**src/rtl/registered_gate_bank.sv**
```systemverilog
// Registered bank of bitwise AND, OR, NOT a and NOT b of two operand vectors,
// plus one opcode-selected result, all captured one clock after in_valid.
module registered_gate_bank #(
  parameter int unsigned WIDTH = 1
) (
  input  logic             clk,
  input  logic             rst,
  input  logic             in_valid,
  input  logic [WIDTH-1:0] a,
  input  logic [WIDTH-1:0] b,
  input  logic [1:0]       op,
  output logic [WIDTH-1:0] out_and,
  output logic [WIDTH-1:0] out_or,
  output logic [WIDTH-1:0] out_not_a,
  output logic [WIDTH-1:0] out_not_b,
  output logic [WIDTH-1:0] out_sel,
  output logic             out_valid
);

  localparam logic [1:0] OP_AND   = 2'b00;
  localparam logic [1:0] OP_OR    = 2'b01;
  localparam logic [1:0] OP_NOT_A = 2'b10;
  localparam logic [1:0] OP_NOT_B = 2'b11;

  logic [WIDTH-1:0] and_c;
  logic [WIDTH-1:0] or_c;
  logic [WIDTH-1:0] not_a_c;
  logic [WIDTH-1:0] not_b_c;
  logic [WIDTH-1:0] sel_c;

  logic [WIDTH-1:0] out_and_d,   out_and_q;
  logic [WIDTH-1:0] out_or_d,    out_or_q;
  logic [WIDTH-1:0] out_not_a_d, out_not_a_q;
  logic [WIDTH-1:0] out_not_b_d, out_not_b_q;
  logic [WIDTH-1:0] out_sel_d,   out_sel_q;
  logic             out_valid_d, out_valid_q;

  // Pure bitwise functions; no cross-bit interaction.
  always_comb begin
    and_c   = a & b;
    or_c    = a | b;
    not_a_c = ~a;
    not_b_c = ~b;
    sel_c   = and_c;
    case (op)
      OP_AND:   sel_c = and_c;
      OP_OR:    sel_c = or_c;
      OP_NOT_A: sel_c = not_a_c;
      OP_NOT_B: sel_c = not_b_c;
      default:  sel_c = and_c;
    endcase
  end

  // Capture on in_valid; otherwise results hold and out_valid drops.
  always_comb begin
    out_and_d   = out_and_q;
    out_or_d    = out_or_q;
    out_not_a_d = out_not_a_q;
    out_not_b_d = out_not_b_q;
    out_sel_d   = out_sel_q;
    out_valid_d = 1'b0;
    if (in_valid) begin
      out_and_d   = and_c;
      out_or_d    = or_c;
      out_not_a_d = not_a_c;
      out_not_b_d = not_b_c;
      out_sel_d   = sel_c;
      out_valid_d = 1'b1;
    end
  end

  // Synchronous reset wins over a same-cycle capture.
  always_ff @(posedge clk) begin
    if (rst) begin
      out_and_q   <= '0;
      out_or_q    <= '0;
      out_not_a_q <= '0;
      out_not_b_q <= '0;
      out_sel_q   <= '0;
      out_valid_q <= 1'b0;
    end else begin
      out_and_q   <= out_and_d;
      out_or_q    <= out_or_d;
      out_not_a_q <= out_not_a_d;
      out_not_b_q <= out_not_b_d;
      out_sel_q   <= out_sel_d;
      out_valid_q <= out_valid_d;
    end
  end

  assign out_and   = out_and_q;
  assign out_or    = out_or_q;
  assign out_not_a = out_not_a_q;
  assign out_not_b = out_not_b_q;
  assign out_sel   = out_sel_q;
  assign out_valid = out_valid_q;

endmodule

```
**config.mk**
```make
export PLATFORM = sky130hd
export DESIGN_NAME = registered_gate_bank
export DESIGN_NICKNAME = d
export VERILOG_FILES = /design/src/rtl/registered_gate_bank.sv
export SDC_FILE = /design/constraint.sdc
export NUM_CORES = 1
export LEC_CHECK = 0
export CAP_MARGIN = 5
export CORE_AREA = 2 2 39 41
export DETAILED_ROUTE_END_ITERATION = 12
export DIE_AREA = 0 0 41 43
export HOLD_SLACK_MARGIN = 0.08
export MAX_ROUTING_LAYER = met4
export SYNTH_ARGS = -nofsm -noshare
export SYNTH_HDL_FRONTEND = slang
export SYNTH_SLANG_ARGS = --single-unit
```
**constraint.sdc**
```tcl
create_clock -name clk -period 0.99 [get_ports clk]
set_clock_uncertainty 0.2 [all_clocks]
set_input_delay 0.198 -clock clk [delete_from_list [all_inputs] [get_ports clk]]
set_output_delay 0.198 -clock clk [all_outputs]
set_load 0.01 [all_outputs]
```
# Yosys cells after proc, flatten, opt, wreduce, memory -nomap -nowiden
# Index checks and enable logic that the tools add are counted.
[totals]
reg_bits = 6
input_bits = 7
[op_classes]
eq_ne = 3
mux = 2
bitwise = 4
reduce_logical = 1
[ops]
columns = ["op", "n"]
rows = [
  ["$eq A2 B2 Y1 const B", 2],
  ["$pmux W1 S4", 1],
  ["$eq A2 B1 Y1 const B", 1],
  ["$logic_not A2 Y1", 1],
  ["$not A1 Y1", 2],
  ["$and A1 B1 Y1", 1],
  ["$mux W1", 1],
  ["$or A1 B1 Y1", 1],
]

# Longest topological paths before layout
[depth]
ltp_word = 2
depth_mapped = 4
ltp_nobuf = 3

# Least setup slack after synthesis
# OpenSTA, ideal clock, no wires.
[synth_path]
kind = "in2reg"
from = "in a"
to = "reg out_sel_q, in the netlist out_sel"
arrival_ns = 0.691
slack_ns = -0.022
cell_stages = 3
n_path_buf = 0
path_cell_list = "or3_1 o2111ai_1 nand2_1"
[synth_via]
elab_chain_len = 2
[synth_rtl]
columns = ["item", "line", "source"]
rows = [
  ["start: declaration", "9", "input logic [WIDTH-1:0] a,"],
  ["$or A1 B1 Y1, or another cell as far along", "41", "or_c = a | b;"],
  ["$pmux W1 S4 (*)", "45", "case (op)"],
  ["end signal: assignment", "86", "out_sel_q <= out_sel_d;"],
  ["end: declaration", "35", "logic [WIDTH-1:0] out_sel_d, out_sel_q;"],
]
# Every way passes the cells marked *; elsewhere a longest branch is shown, timed or not.
# A chain may end at the register's enable or synchronous reset.

# Final worst setup path
[layout_path]
from = "reg out_not_a_q, in the netlist out_not_a"
to = "out out_not_a"
[layout_rtl]
columns = ["item", "line", "source"]
rows = [
  ["start: declaration", "33", "logic [WIDTH-1:0] out_not_a_d, out_not_a_q;"],
  ["start signal: assignment", "84", "out_not_a_q <= out_not_a_d;"],
  ["end: declaration", "14", "output logic [WIDTH-1:0] out_not_a,"],
]
# No word-level cell between the ends.

==> results.md <==
- Status: finished, violations left
- Failing checks: negative setup slack
- Finished Layout Cells: ~60
- Fin. Hold Viols: 0
- CP max-delay cell: dfxtp_2
- Internal power: approximately 0.47 mW
- Leakage: slightly below 0.2 nW
- WS Path Type: reg -> out
- Pwr Density: about 1400 nW/um^2
- PnR worst setup slack: -75.69 ps
- Dominant cells by area after synthesis: dfxtp_1 51%, a211oi_1 9.6%, nor2_1 8.0%
- Seq pwr share: between 40% and 50%
- Diode count: 0
- First-pass GRT wire length: ~790 um
- Clk pwr share: 36.1%
- Final setup fails: 6
- Arr. time, crit path: 670 ps
- Die span in y: ~43 um
- Critical path's largest stage delay: 320 ps
- Initial Util: 16.91%
- List of most frequent post-synthesis cells: 6 x dfxtp_1, 5 x nor2_1, 3 x a211oi_1
- Total track usage: between 7 and 8%
- RSZ-0062 raised after global routing: yes
- Crit path cell chain: buf_6
- Max_slew headroom: about 85%
- FF-to-FF Start: out_or
- WL final: 482 um
- Seq/Total Area, Yosys: 51.34%
- CP delay by family, top: flip-flops
- Core Util, Final: 32.01%
- Highest Clock Rate: around 940 MHz
- Routed len/inst: 7.902 um
- Fin area: 442.9 sq um
- Worst-Skew Late Latency: between 200 and 250 ps
- Main synth FF type: dfxtp_1
- Placer congestion estimate: around 0.71
- Post-synth top area cell: dfxtp_1
- Final Critical Period: about 1100 ps
- First-pass DRT Iterations: 2
- CP Launch Type: flip-flop
- Most common cell in the netlist: dfxtp_1
- Cells after Synth: 25
- Num rows: 14
- Root buf cell: clkbuf_4
- Inst Count DP: just under 60
- CTS Buf Count: 3
- Slew Limit Fails: 0
- Met1 usage: under 10%
- Distinct cells, synth: 13
- Core area: approximately 1400 sq um
- Switching pwr: about 0.14 mW
- Worst vdd ir: 0.0004520 V
- Worst endpoint required time: just under 600 ps
- RR Endpoint: out_or
- R2R depth: 3
- Post-DP Area: approximately 410 sq um
- Origin of the worst setup path: out_not_a
- Nets: 54
- Worst Setup End Kind: output port
- CTS tree: built
- Logic gate share of total power: 19.1%
- Syn Nets: 32
- Mapped Area: 234.0 sq um
- Die area: between 1500 and 2000 sq um
- Global routing's busiest layer: met4
- Die Wd: ~40 um
- Hold path cells: 2
- Grt met2 use: 8.438%
- Sw frac: ~22%
- Port Buffers: 12
- Number of global-route vias before repair: about 210
- Crit path capture: out_not_a
- Number of flops mapped to enable cells by yosys: 0
- Async S/R FF share, synth: 0%
- WHS: between 50 and 60 ps
- Initial DRC count: 1
- Buf+Inv Stages, Crit Path: 1
- Least-Margin Pin Slew: 220.9 ps
- Setup_tns: -428.5 ps
- Cts hold-fix bufs: 0
- DRC: 0
- Worst-path fanout max: 2
- Reg2reg setup slack: about 100 ps
- H-tree Lvls: 1
- Vias: 242
- Met3 Usage GRT: approximately 3.1%
- Hold Crit Class: in -> reg
- Max-cap violations: 0
- Num ports: 13
- Synth-to-layout area growth: 89.31%
- Synth Warn #: 0
- CTS sink count: 6
- Syn Area/Cell: around 9.4 sq um
- DRT antenna net count: 0
- Synth top area share: between 50% and 60%
- CP Depth: 1
- DPL Wire Length: approximately 370 um
- Clk slew on worst S/H paths: 40 ps
- Overflow after GRT: 0
- Vias per Instance: ~4.0
- Tcrit/Tclk final: 107.6%
- Largest net degree at the start of global routing: 10
- Layout cells sized above 1: around 60%
- Initial antenna violation count: 0
- CTS max path bufs: 2
- Register bit total from synthesis: 6
[placed cells by master (no fill, tap or decap)]
master,netlist,routed
nand2_1,2,2
a211oi_1,3,3
a21oi_1,1,1
o211ai_1,1,1
buf_4,0,6
clkbuf_4,0,3
nor2b_2,0,1
o2111ai_2,0,1
nand3_1,1,1
buf_2,1,1
mux2_4,1,1
nor2_1,5,5
dlygate4sd2_1,0,2
clkbuf_2,0,2
clkdlybuf4s15_1,0,1
nand2b_1,1,1
buf_6,0,6
or3_1,1,1
dfxtp_2,0,6
[registers in the layout (all words and copies together), names as in the netlist]
signal,flops
out_and,1
out_not_a,1
out_not_b,1
out_or,1
out_sel,1
out_valid,1
[cell families after synthesis]
family | after synthesis | synth area share [%]
and+or+nand+nor | 11 | 21.40
buffers and inverters | 1 | 2.137
AOI/OAI and AO/OA | 6 | 18.72
muxes | 1 | 6.415
DFF | 6 | 51.34
[power groups by stage]
stage	logic (mW)	registers (mW)	clock network, mW
after global routing	0.127	0.273	0.253
after floorplan	0.0298	0.277	0
final	0.116	0.271	0.218
after detailed placement	0.121	0.269	0
after CTS	0.118	0.270	0.233
after global placement	0.120	0.269	0
[metal layers]
layer,up-vias,part of all wire [%],wire length (um)
li1,130,-,-
met4,0,0,0
met5,-,0,0
met2,8,45,217
met3,0,9.8,47
met1,104,45,217
[how the worst min path moves through the flow]
stage | startpoint | end | slack (ps)
6_report | in_valid | out_not_b | 50
5_1_grt | in_valid | out_not_b | 60
4_1_cts | rst | out_and | 170
3_5_place_dp | out_sel | out_sel | 240
3_3_place_gp | out_sel | out_sel | 240
2_1_floorplan | rst | out_and | 70
[metrics by stage]
stage | power [mW] | setup WS, ps
finish | 0.6053 | -75.69
CTS | 0.6209 | -89.52
floorplan | 0.3068 | -21.57
detailed placement | 0.3901 | -582.8
global route | 0.6529 | -106.9
global placement | 0.3897 | -571.5
[cell type report]
class                   instances  area [sq um]
fillers                       147         940.9
repair buffers                 18         155.1
flip-flops and latches          6         127.6
multi-input cells              18         117.6
clock buffers                   3         22.52
well taps                      16         20.02
[repair_timing]
item                                    4_1_cts  5_1_grt
hold endpoints to repair                      0        1
setup buffers                                 0        0
endpoints found under the setup margin       12        8
gates resized for setup                      46        6
pin swaps                                     2        3
Power figures use the tool's default switching activity.
